<file path="config.mk">
export PLATFORM = sky130hd
export DESIGN_NAME = nios_system_gpio_pio_v2
export DESIGN_NICKNAME = d
export VERILOG_FILES = /design/src/rtl/nios_system_gpio_pio_v2.sv
export SDC_FILE = /design/constraint.sdc
export NUM_CORES = 1
export LEC_CHECK = 0
export CAP_MARGIN = 10
export CORE_UTILIZATION = 48
export DETAILED_ROUTE_END_ITERATION = 16
export GPL_TIMING_DRIVEN = 0
export PLACE_DENSITY = 0.76
export REMOVE_ABC_BUFFERS = 1
export SETUP_SLACK_MARGIN = 0.4
export SYNTH_ARGS = -nofsm -noshare
export SYNTH_HDL_FRONTEND = slang
export SYNTH_SLANG_ARGS = --single-unit
</file>
<file path="constraint.sdc">
create_clock -name clk -period 4.7 [get_ports clk]
set_clock_uncertainty 0.1 [all_clocks]
set_input_delay 0.705 -clock clk [delete_from_list [all_inputs] [get_ports clk]]
set_output_delay 0.705 -clock clk [all_outputs]
set_load 0.05 [all_outputs]
</file>
<file path="src/rtl/nios_system_gpio_pio_v2.sv">
// nios_system_gpio_pio_v2
// Avalon-MM GPIO slave: WIDTH output bits with atomic set/clear/toggle,
// synchronised inputs and a maskable, registered interrupt.
// Build option GPIO_EDGE_CAPTURE_EN: when defined, the interrupt comes from
// per-bit rising/falling edge capture (EDGE/ETYPE registers). When undefined,
// the interrupt is level-sensitive on the synchronised inputs and EDGE/ETYPE
// read as zero.
module nios_system_gpio_pio_v2 #(
  parameter int unsigned WIDTH       = 32,
  parameter logic [31:0] RESET_VALUE = 32'h00018000,
  parameter int unsigned SYNC_STAGES = 2
) (
  input  logic             clk,
  input  logic             reset,
  input  logic [2:0]       address,
  input  logic             chipselect,
  input  logic             write_n,
  input  logic [31:0]      writedata,
  output logic [31:0]      readdata,
  input  logic [WIDTH-1:0] in_port,
  output logic [WIDTH-1:0] out_port,
  output logic             irq
);

  typedef enum logic [2:0] {
    A_DATA   = 3'd0,
    A_OUT    = 3'd1,
    A_MASK   = 3'd2,
    A_EDGE   = 3'd3,
    A_SET    = 3'd4,
    A_CLR    = 3'd5,
    A_ETYPE  = 3'd6,
    A_TOGGLE = 3'd7
  } reg_addr_e;

  localparam logic [WIDTH-1:0] LP_OUT_RST = RESET_VALUE[WIDTH-1:0];

  reg_addr_e                          w_addr;
  logic                               w_wr;
  logic [WIDTH-1:0]                   w_wd;
  logic [WIDTH-1:0]                   w_s;
  logic [WIDTH-1:0]                   w_src;
  logic [WIDTH-1:0]                   w_edge_rd;
  logic [WIDTH-1:0]                   w_etype_rd;
  logic [31:0]                        w_rd;

  logic [SYNC_STAGES-1:0][WIDTH-1:0]  r_sync;
  logic [WIDTH-1:0]                   r_out;
  logic [WIDTH-1:0]                   r_mask;
  logic [31:0]                        r_rd;
  logic                               r_irq;

  assign w_addr = reg_addr_e'(address);
  assign w_wr   = chipselect & ~write_n;
  assign w_wd   = writedata[WIDTH-1:0];
  assign w_s    = r_sync[SYNC_STAGES-1];

  // Input synchroniser chain; the last stage is the sampled pin value
  always_ff @(posedge clk or posedge reset) begin
    if (reset) begin
      r_sync <= '0;
    end else begin
      r_sync <= {r_sync[SYNC_STAGES-2:0], in_port};
    end
  end

  // Output register with direct, set, clear and toggle write ports
  always_ff @(posedge clk or posedge reset) begin
    if (reset) begin
      r_out <= LP_OUT_RST;
    end else if (w_wr) begin
      case (w_addr)
        A_DATA, A_OUT: r_out <= w_wd;
        A_SET:         r_out <= r_out | w_wd;
        A_CLR:         r_out <= r_out & ~w_wd;
        A_TOGGLE:      r_out <= r_out ^ w_wd;
        default:       ;
      endcase
    end
  end

  // Interrupt mask register
  always_ff @(posedge clk or posedge reset) begin
    if (reset) begin
      r_mask <= '0;
    end else if (w_wr && (w_addr == A_MASK)) begin
      r_mask <= w_wd;
    end
  end

`ifdef GPIO_EDGE_CAPTURE_EN
  localparam int unsigned ARM_CYCLES = SYNC_STAGES + 1;
  localparam int unsigned ARM_W      = $clog2(ARM_CYCLES + 1);

  logic [WIDTH-1:0] r_hist;
  logic [WIDTH-1:0] r_etype;
  logic [WIDTH-1:0] r_edge;
  logic [ARM_W-1:0] r_arm;
  logic             w_armed;
  logic [WIDTH-1:0] w_ev;
  logic [WIDTH-1:0] w_w1c;

  // Edges are ignored until the synchroniser and history flop have refilled
  // after reset, so pins already high at reset do not look like rising edges.
  assign w_armed = (r_arm == ARM_W'(ARM_CYCLES));
  assign w_ev    = w_armed ? ((w_s & ~r_hist & ~r_etype) | (~w_s & r_hist & r_etype))
                           : '0;
  assign w_w1c   = (w_wr && (w_addr == A_EDGE)) ? w_wd : '0;

  // Post-reset arming counter, saturates once armed
  always_ff @(posedge clk or posedge reset) begin
    if (reset) begin
      r_arm <= '0;
    end else if (!w_armed) begin
      r_arm <= r_arm + ARM_W'(1);
    end
  end

  // Edge history flop, one cycle behind the synchronised input
  always_ff @(posedge clk or posedge reset) begin
    if (reset) begin
      r_hist <= '0;
    end else begin
      r_hist <= w_s;
    end
  end

  // Per-bit edge polarity select
  always_ff @(posedge clk or posedge reset) begin
    if (reset) begin
      r_etype <= '0;
    end else if (w_wr && (w_addr == A_ETYPE)) begin
      r_etype <= w_wd;
    end
  end

  // Sticky edge capture; a new event beats a same-cycle write-1-to-clear
  always_ff @(posedge clk or posedge reset) begin
    if (reset) begin
      r_edge <= '0;
    end else begin
      r_edge <= (r_edge & ~w_w1c) | w_ev;
    end
  end

  assign w_src      = r_edge;
  assign w_edge_rd  = r_edge;
  assign w_etype_rd = r_etype;
`else
  assign w_src      = w_s;
  assign w_edge_rd  = '0;
  assign w_etype_rd = '0;
`endif

  // Read mux; unused upper bits stay zero
  always_comb begin
    w_rd = '0;
    case (w_addr)
      A_DATA:  w_rd[WIDTH-1:0] = w_s;
      A_OUT:   w_rd[WIDTH-1:0] = r_out;
      A_MASK:  w_rd[WIDTH-1:0] = r_mask;
      A_EDGE:  w_rd[WIDTH-1:0] = w_edge_rd;
      A_ETYPE: w_rd[WIDTH-1:0] = w_etype_rd;
      default: w_rd = '0;
    endcase
  end

  // Registered read data, refreshed every clock regardless of chipselect
  always_ff @(posedge clk or posedge reset) begin
    if (reset) begin
      r_rd <= '0;
    end else begin
      r_rd <= w_rd;
    end
  end

  // Registered interrupt request
  always_ff @(posedge clk or posedge reset) begin
    if (reset) begin
      r_irq <= 1'b0;
    end else begin
      r_irq <= |(w_src & r_mask);
    end
  end

  assign out_port = r_out;
  assign readdata = r_rd;
  assign irq      = r_irq;

endmodule

</file>
==> flow_metrics.tcl <==
set metrics [dict create \
    pwr_density_cell_nw_per_um2 422 \
    ys_ff_latch 161 \
    avgSynthCellArea_um2 12.0 \
    remaining_drc_errors 0 \
    layout-drive-gt1-share_pct 11.3 \
    synth_top_family_by_area "compound AO/OA/AOI/OAI gates" \
    power_w 0.00417 \
    finalHoldViolations 0 \
    critPathKind "input port to flip-flop" \
    r2r_cells 5 \
    worstPathMaxFanout 41 \
    wl_per_cell_um 19.4 \
    ys_seq_area_share_pct 51.6 \
    place_area_um2 9300 \
    via_count 5650 \
    slew_viol_final 0 \
    required_ns 4.84 \
    fmax_mhz 305 \
    cts_tree "built" \
    syn_inst 653 \
    finalInstanceArea_um2 9890 \
    tightest_slew_ns 1.21 \
    swShare_pct 32.1 \
    clk_latency_ns 0.42 \
    r2r_end "out_port[16]" \
    yosys-top-cells-count "dfrtp_1 (159), inv_1 (65), ha_1 (64), mux2i_1 (64), nor2_1 (34)" \
    die_y_um 130 \
    rows 46 \
    synthArstFlopShare_pct 100 \
    globalRoute.totalOverflow 0 \
    grt_max_degree 135 \
    io_buffer_count 135 \
    path_clk_slew_ns 0.06 \
    clock-sinks 161 \
    cts-root-buf "clkbuf_16" \
    synth_flop_cell "dfrtp_1" \
    synthAdderAreaFrac_pct 10.2 \
    dp_cells 964 \
    antenna_found_initial 0 \
    synth_area_leaders "dfrtp_1 (51%), ha_1 (10%), mux2i_1 (8.2%), mux2_2 (4.5%), a221o_1 (4.1%)" \
    pwr-share-seq_pct 41.0 \
    hold_path_depth 0 \
    setup-tns-final_ns 0 \
    leakagePower_nw 4.69 \
    synth_area_um2 7810 \
    setup_violations 0 \
    synth_top_area_cell "dfrtp_1" \
    ant_nets 0 \
    synth-compound-area-share_pct 14.6 \
    synthMuxAreaShare_pct 12.8 \
    vias_per_cell 5.67 \
    rsz0062_at_grt "no" \
    cap_violations 0 \
    switchingPower_w 0.00134 \
    synth_warnings 0 \
    synth_simple_gate_area_share_pct 3.91 \
    crit_slowest_cell "and2_2" \
    power_frac_comb_pct 26.1 \
    cts_resized 0 \
    end_kind "flip-flop" \
    cts_made_buffers 17 \
    first_pass_iters 6 \
    cts.path.max_buffers 2 \
    vdd_drop_max_v 0.000275 \
    clkPwrFrac_pct 32.9 \
    gp_congestion 0.735 \
    rrSetupSlack_ns 3.07 \
    holdPathEnd "w_s[7]" \
    grt_pass1_wl_mm 30.9 \
    cp-start-kind "input port" \
    min_from "r_sync[7]" \
    dp_hpwl_mm 11.8 \
    fin_crit_sh_pct 69.7 \
    antenna_cells 0 \
    fin_cells 996 \
    cpPeakStageDelay_ns 0.90 \
    synth_most_common_cell "dfrtp_1" \
    fp.dieW_um 130 \
    synth_top_area_share_pct 50.9 \
    first_iter_violations 372 \
    io_pins 136 \
    area_delta_synth_final_pct 26.5 \
    synth_xor_area_share_pct 0 \
    grt_pass1_vias 5943 \
    cts_setup_buffers 0 \
    core_area_um2 15900 \
    path_cells "buf_2 > buf_12 > a21bo_2 > and2_2 > a31oi_1" \
    synth_edf_count 0 \
    worst-path-buf-inv 2 \
    min_period_ns 3.28 \
    min_path_type "flip-flop to flip-flop" \
    initial_utilization_pct 49.2 \
    status "complete, no violations" \
    p_int_w 0.00283 \
    arrival_ns 3.42 \
    dieArea_um2 16800 \
    ctsHoldBuffers 0 \
    routed_wl_mm 19.3 \
    finalNetCount 902 \
    path_delay_family "compound AO/OA/AOI/OAI gates" \
    slew_headroom_pct 19.5 \
    ys_types 27 \
    r2r-start "out_port[16]" \
    final_util_pct 62.2 \
    track_usage_pct 24.5 \
    htree_levels 4 \
]
layout by cell type, fill, tap and decap left out, types with 2 or more instances in the layout:
cell type and count:
clkbuf_1 2, bufinv_16 2, a31oi_1 24, mux2_2 31, a2bb2oi_1 32, inv_1 64
dfrtp_1 159, a21oi_1 32, clkinvlp_4 2, nor2_1 33, nand4_1 4, ha_1 64
clkbuf_8 3, a22oi_1 16, mux2i_1 64, clkbuf_16 17, buf_16 2, buf_2 2
a31oi_2 8, nor2b_4 2, nand2_1 32, a221o_1 32, clkdlybuf4s50_1 132, buf_12 4
clkinv_2 5, dfstp_2 2
cell families (layout without fill, tap and decap cells):
kind of cell,after synthesis,in the layout
flops,161,161
compound gates,145,145
buf+inv,112,239
mux,96,96
simple gates,75,75
fa+ha+maj,64,64
routing by layer:
metal  share of wire, %  track usage [%]  routed length (µm)
met4                2.0             9.44                 380
met1                 43             30.7                8300
met3                5.8             5.45                1130
met2                 49             41.2                9520
met5                  0                0                   0
final cells by class:
| cell class | instances | area [µm²] |
|---|---|---|
| Clock buffer | 22 | 474 |
| Clock inverter | 10 | 109 |
| Fill cell | 1249 | 6000 |
| Inverter | 66 | 255 |
| Multi-Input combinational cell | 380 | 3270 |
| Sequential cell | 161 | 4030 |
| Tap cell | 216 | 270 |
| Timing Repair Buffer | 141 | 1470 |
worst max-delay path by stage:
stage / start / endpoint / depth (start not counted)
after CTS: address[0] / out_port[26] / 5
after floorplan: reset / irq / 1
after global routing: address[0] / out_port[26] / 5
final: address[0] / out_port[26] / 5
after detailed placement: address[0] / out_port[26] / 5
after global placement: address[1] / out_port[17] / 4
power by group through the flow:
stage,sequential [W],combinational [W],clock (W)
after global routing,0.00173,0.00117,0.00146
after floorplan,0.00197,0.000420,0
after detailed placement,0.00173,0.00109,0
after global placement,0.00172,0.00104,0
final,0.00171,0.00109,0.00137
after CTS,0.00171,0.00109,0.00139
worst reg2reg max path, cell delays in order, from the launching register on:
cell     delay [ns]
dfstp_2        0.57
inv_1          0.05
ha_1           0.28
mux2i_1        0.07
a221o_1        0.32
a31oi_2        0.16
state kept, by name, indices dropped and copies added (netlist names):
name      flops
r_sync       32
irq           1
r_mask       32
out_port     32
w_s          32
readdata     32
per-stage QoR:
stage,hold slack [ns],setup WS [ns]
finish,0.244,1.42
global route,0.252,1.27
CTS,0.248,1.45
detailed placement,0.235,1.01
global placement,0.232,-3.33
floorplan,0.231,-0.450
No activity file was read; power rests on OpenSTA's default activity.
